$ cat config.mk
export PLATFORM = sky130hd
export DESIGN_NAME = score_keeper
export DESIGN_NICKNAME = d
export VERILOG_FILES = /design/src/rtl/score_keeper.sv
export SDC_FILE = /design/constraint.sdc
export NUM_CORES = 1
export LEC_CHECK = 0
export CORE_UTILIZATION = 53
export CTS_CLUSTER_DIAMETER = 120
export DETAILED_ROUTE_END_ITERATION = 16
export GPL_TIMING_DRIVEN = 0
export PLACE_DENSITY = 0.73
export REMOVE_ABC_BUFFERS = 1
export SYNTH_ARGS = -nofsm -noshare
export SYNTH_HDL_FRONTEND = slang
export SYNTH_SLANG_ARGS = --single-unit
$ cat constraint.sdc
create_clock -name clk -period 5.6 [get_ports clk]
set_clock_uncertainty 0.15 [all_clocks]
set_input_delay 0.84 -clock clk [delete_from_list [all_inputs] [get_ports clk]]
set_output_delay 0.84 -clock clk [all_outputs]
set_load 0.02 [all_outputs]
$ cat src/rtl/score_keeper.sv
// score_keeper: game-state bookkeeper feeding the HUD renderer.
//
// Turns one-cycle game events into a saturating score, a lives count with
// bonus lives, a post-hit invulnerability window and a game-over flag.
// All outputs come straight from registers and change one edge after the
// event that caused them.
//
// Ports:
//   clk         in   1   system clock
//   rst         in   1   synchronous, active-high reset
//   new_game    in   1   pulse: start or restart a game
//   frame_tick  in   1   pulse once per video frame
//   alien_hit   in   1   pulse: alien destroyed
//   alien_type  in   2   point class of the alien, valid with alien_hit
//   player_hit  in   1   pulse: player ship struck
//   score       out  14  current score, 0..9999
//   lives       out  2   current lives, 0..3
//   game_over   out  1   high while in the game-over state
//   invuln      out  1   high while the player is invulnerable
//   life_lost   out  1   pulse when a hit removes a life
//   extra_life  out  1   pulse when a bonus life is granted

module score_keeper #(
    parameter int unsigned START_LIVES      = 3,
    parameter int unsigned MAX_LIVES        = 3,
    parameter int unsigned EXTRA_LIFE_EVERY = 1000,
    parameter int unsigned INVULN_FRAMES    = 120,
    parameter int unsigned PTS_0            = 10,
    parameter int unsigned PTS_1            = 20,
    parameter int unsigned PTS_2            = 30,
    parameter int unsigned PTS_3            = 100
) (
    input  logic        clk,
    input  logic        rst,
    input  logic        new_game,
    input  logic        frame_tick,
    input  logic        alien_hit,
    input  logic [1:0]  alien_type,
    input  logic        player_hit,
    output logic [13:0] score,
    output logic [1:0]  lives,
    output logic        game_over,
    output logic        invuln,
    output logic        life_lost,
    output logic        extra_life
);

    localparam logic [14:0] SCORE_MAX   = 15'd9999;
    localparam logic [14:0] BONUS_STEP  = 15'(EXTRA_LIFE_EVERY);
    localparam logic [1:0]  LIVES_START = 2'(START_LIVES);
    localparam logic [1:0]  LIVES_MAX   = 2'(MAX_LIVES);
    localparam logic [7:0]  INVULN_LOAD = 8'(INVULN_FRAMES);
    localparam bit          BONUS_ON    = (EXTRA_LIFE_EVERY != 0);

    typedef enum logic [1:0] {StIdle, StPlay, StInvuln, StOver} state_e;

    state_e      state_q, state_d;
    logic [13:0] score_q, score_d;
    logic [1:0]  lives_q, lives_d;
    logic [14:0] next_bonus_q, next_bonus_d;
    logic [7:0]  invuln_cnt_q, invuln_cnt_d;
    logic        life_lost_q, life_lost_d;
    logic        extra_life_q, extra_life_d;

    logic [14:0] pts;
    logic [14:0] score_sum;
    logic [14:0] score_new;
    logic        scoring;
    logic        bonus;
    logic [1:0]  lives_bonus;

    // State register
    always_ff @(posedge clk) begin
        if (rst) begin
            state_q      <= StIdle;
            score_q      <= '0;
            lives_q      <= '0;
            next_bonus_q <= BONUS_STEP;
            invuln_cnt_q <= '0;
            life_lost_q  <= 1'b0;
            extra_life_q <= 1'b0;
        end else begin
            state_q      <= state_d;
            score_q      <= score_d;
            lives_q      <= lives_d;
            next_bonus_q <= next_bonus_d;
            invuln_cnt_q <= invuln_cnt_d;
            life_lost_q  <= life_lost_d;
            extra_life_q <= extra_life_d;
        end
    end

    always_comb begin
        pts = '0;
        unique case (alien_type)
            2'd0: pts = 15'(PTS_0);
            2'd1: pts = 15'(PTS_1);
            2'd2: pts = 15'(PTS_2);
            2'd3: pts = 15'(PTS_3);
            default: pts = '0;
        endcase
    end

    // Sum in 15 bits so an overflow past 9999 is visible before clamping.
    assign score_sum = {1'b0, score_q} + pts;
    assign score_new = (score_sum > SCORE_MAX) ? SCORE_MAX : score_sum;
    assign scoring   = alien_hit && ((state_q == StPlay) || (state_q == StInvuln));
    assign bonus     = BONUS_ON && scoring && (next_bonus_q <= SCORE_MAX) &&
                       (score_new >= next_bonus_q);

    // Next-state and datapath
    always_comb begin
        state_d      = state_q;
        score_d      = score_q;
        lives_d      = lives_q;
        next_bonus_d = next_bonus_q;
        invuln_cnt_d = invuln_cnt_q;
        life_lost_d  = 1'b0;
        extra_life_d = 1'b0;
        lives_bonus  = lives_q;

        if (new_game) begin
            // Same-cycle alien_hit / player_hit are dropped.
            state_d      = StPlay;
            score_d      = '0;
            lives_d      = LIVES_START;
            next_bonus_d = BONUS_STEP;
            invuln_cnt_d = '0;
        end else begin
            if (scoring) begin
                score_d = score_new[13:0];
            end
            // Threshold advances even when the lives cap blocks the award.
            if (bonus) begin
                next_bonus_d = next_bonus_q + BONUS_STEP;
                if (lives_q < LIVES_MAX) begin
                    lives_bonus  = lives_q + 2'd1;
                    extra_life_d = 1'b1;
                end
            end
            lives_d = lives_bonus;

            unique case (state_q)
                StPlay: begin
                    // Bonus from this cycle counts before the hit is applied.
                    if (player_hit) begin
                        life_lost_d = 1'b1;
                        lives_d     = lives_bonus - 2'd1;
                        if (lives_d == 2'd0) begin
                            state_d      = StOver;
                            invuln_cnt_d = '0;
                        end else begin
                            state_d      = StInvuln;
                            invuln_cnt_d = INVULN_LOAD;
                        end
                    end
                end
                StInvuln: begin
                    if (frame_tick) begin
                        if (invuln_cnt_q <= 8'd1) begin
                            invuln_cnt_d = '0;
                            state_d      = StPlay;
                        end else begin
                            invuln_cnt_d = invuln_cnt_q - 8'd1;
                        end
                    end
                end
                StOver: invuln_cnt_d = '0;
                default: ;
            endcase
        end
    end

    // Outputs
    always_comb begin
        score      = score_q;
        lives      = lives_q;
        game_over  = (state_q == StOver);
        invuln     = (state_q == StInvuln);
        life_lost  = life_lost_q;
        extra_life = extra_life_q;
    end

endmodule

==> metrics.yaml <==
final_layout:
  fin_area_mm2: 0.00409
  diodes: 0
  area_growth_pct: 28.8
  register_area_um2: 801
  drive_above_1_share_pct: 22.9
  multiInputGateArea_mm2: 0.00249
  nFillCells: 416
  nets: 491
cts:
  cts_inserted_buffers: 5
  tritoncts: "yes"
  htree_levels: 2
  ctsHoldBuffers: 0
  clk_pin_slew_worst_paths_ns: 0.09
  clk_latency_ns: 0.30
  clock_sinks: 40
  clockBufferDepth: 2
  ctsRootBufferMaster: "clkbuf_8"
logic_synthesis:
  synth_edf_count: 0
  yosys.area.top_type_share_pct: 25.2
  synth.avg_cell_area_um2: 7.72
  synth_ff_type: "dfxtp_1"
  ys_async_sr_fraction_pct: 0
  seq_area_frac_synth_pct: 25.2
  yosysTopAreaCell: "dfxtp_1"
  synthTopCellsByCount: "nor2_1, dfxtp_1, nand2_1"
  yosysWarnings: 0
  yosysMostFrequentCell: "nor2_1"
  ys_ff_latch: 40
  syn_area_mm2: 0.00317
  synth_cells: 411
  synth_cell_type_count: 66
  synth_area_leaders: "dfxtp_1, ha_1, a21oi_1, nor2_1, nand2_1"
worst_setup_path:
  end_kind: "flop"
  worstReg2RegEnd: "invuln_cnt_q[6]"
  max_stage_delay_ns: 0.52
  path_max_fanout: 4
  startpoint_type: "input pin"
  r2r_cells: 24
  crit_type: "in -> reg"
  crit_required_ns: 5.69
  rrSetupSlack_ns: 0.46
  crit_path_top_delay_cell: "or4_4"
  cp_common_cell: "ha_4"
  worstPathArrival_ns: 5.77
  r2r_start: "score[1]"
route:
  drt_pass1_iterations: 5
  drt_iter0_drc: 264
  route.detailed.drc: 0
  via_per_inst: 6.15
  antenna_left: 0
  totalWireLength_mm: 8.78
  wl_per_cell_um: 16.7
  vias: 3237
floorplanning:
  dieArea_mm2: 0.00630
  ios: 28
  die_h_um: 79.4
  num_rows: 27
  core_mm2: 0.00564
  die_x_um: 79.4
  start_util_pct: 56.2
place:
  io_buffers: 27
  placed_area_mm2: 0.00344
  dp_hpwl_mm: 5.67
  gp_congestion: 0.870
grt:
  antenna_found_initial: 0
  overflow: 0
  grt_pass1_wl_mm: 14.3
  track_usage_pct: 28.8
  grt_max_degree: 31
  grt_pass1_vias: 3002
pwr:
  ir_worst_vdd_uv: 147
  p_sw_share_pct: 34.4
  powerDensity_mw_per_mm2: 174
  p_clk_share_pct: 27.7
  seqPwrFrac_pct: 42.8
  leakage_nw: 1.59
  share_comb_of_total_power_pct: 29.5
  p_sw_w: 0.000245
  p_int_w: 0.000467
sta:
  slew_headroom_pct: 23.0
  worst_pin_slew_ns: 1.14
  hold_viol: 0
  slew_viol_final: 0
  holdWs_ns: 0.328
  setup-violations-final: 4
  post-route-min-period_ns: 5.68
  rsz0062_at_grt: "true"
  post-route-period-util_pct: 101
  layout_setup_ws_ns: -0.0832
  max_freq_mhz: 176
run:
  drv_cap: 0
run_status:
  status: "finished with violations"
  violations: "negative setup slack"
hold_path:
  hold_path_class: "reg -> reg"
  whs_path_depth: 2
  min_to: "next_bonus_q[14]"
  hold_start: "next_bonus_q[14]"
how the worst max path moves through the flow:
stage	end	startpoint	cells past startpoint
finish	invuln_cnt_q[6]	alien_type[0]	28
global route	invuln_cnt_q[5]	alien_type[1]	28
CTS	invuln_cnt_q[3]	alien_type[0]	29
detailed placement	invuln_cnt_q[6]	alien_type[0]	27
global placement	invuln_cnt_q[4]	alien_type[0]	27
floorplan	invuln_cnt_q[4]	alien_type[0]	26
state kept, by name (all words and copies together) (netlist names):
register and flops:
next_bonus_q 12, extra_life 1, lives 2, state_q 2, invuln_cnt_q 8, score 14, life_lost 1
cell type report:
class                           count  area share [%]
Timing Repair Buffer               55            12.2
Clock buffer                        5            1.68
Multi-Input combinational cell    321            61.0
Inverter                           31            3.03
Clock inverter                      2           0.306
Tap cell                           72            2.20
Sequential cell                    40            19.6
cells in the final DEF (no fill, tap or decap), types with 6 or more instances in the layout:
| cell type | count |
|---|---|
| a21o_1 | 8 |
| a21oi_1 | 31 |
| buf_4 | 26 |
| clkdlybuf4s50_1 | 25 |
| dfxtp_1 | 40 |
| ha_1 | 21 |
| ha_4 | 6 |
| inv_1 | 27 |
| nand2_1 | 35 |
| nand3_1 | 12 |
| nand3b_1 | 6 |
| nand4_1 | 7 |
| nor2_1 | 40 |
| nor3_1 | 14 |
| o21ai_0 | 20 |
critical path, delay by kind of cell:
family / cells / cell delay (ns)
adder cells (fa/ha/maj): 5 / 0.99
AND/OR/NAND/NOR: 13 / 2.67
AO/OA/AOI/OAI: 7 / 1.08
buffers and inverters: 3 / 0.18
power by group through the flow:
stage | Combinational [W] | Clock, W | Sequential, W
floorplan | 0.000110 | 0 | 0.000314
detailed placement | 0.000161 | 0 | 0.000310
global route | 0.000228 | 0.000211 | 0.000307
finish | 0.000210 | 0.000197 | 0.000305
global placement | 0.000157 | 0 | 0.000310
CTS | 0.000182 | 0.000199 | 0.000305
through the flow:
step	cells	total power (W)	util, %	TNS [ns]	worst slack [ns]
CTS	520	0.000686	68.7	0	0.00951
floorplan	392	0.000423	-	-2.52	-0.530
finish	526	0.000713	72.5	-0.296	-0.0832
detailed placement	491	0.000471	60.9	-23.05	-1.86
global route	526	0.000747	72.5	-1.45	-0.307
global placement	491	0.000468	60.9	-20.56	-1.72
logic make-up (layout without fill, tap and decap cells):
logic type                 Yosys count  in the layout  share of synthesized area, %
DFF                                 40             40                          25.2
adders and majority gates           29             29                          11.7
xor gates and xnor gates             7              7                          1.93
and+or+nand+nor                    165            165                          26.9
AOI/OAI and AO/OA                  118            118                          27.1
muxes                                1              1                         0.315
other                                1              1                         0.118
buffers and inverters               50             93                          6.70
layer usage:
layer	part of all wire [%]	up-vias	global-route usage [%]	routed length (um)
met5	0	-	0	0
met4	1.8	0	8.00	157
met3	5.4	18	4.34	475
met2	49	115	50.2	4270
met1	44	1526	36.8	3870
li1	-	1578	-	-
repair_timing:
action,CTS,global route
gates resized for setup,45,37
pin swaps,31,32
endpoints found under the setup margin,19,6
buffers inserted,22,6
Note: power is estimated with default switching activity, not from simulation.
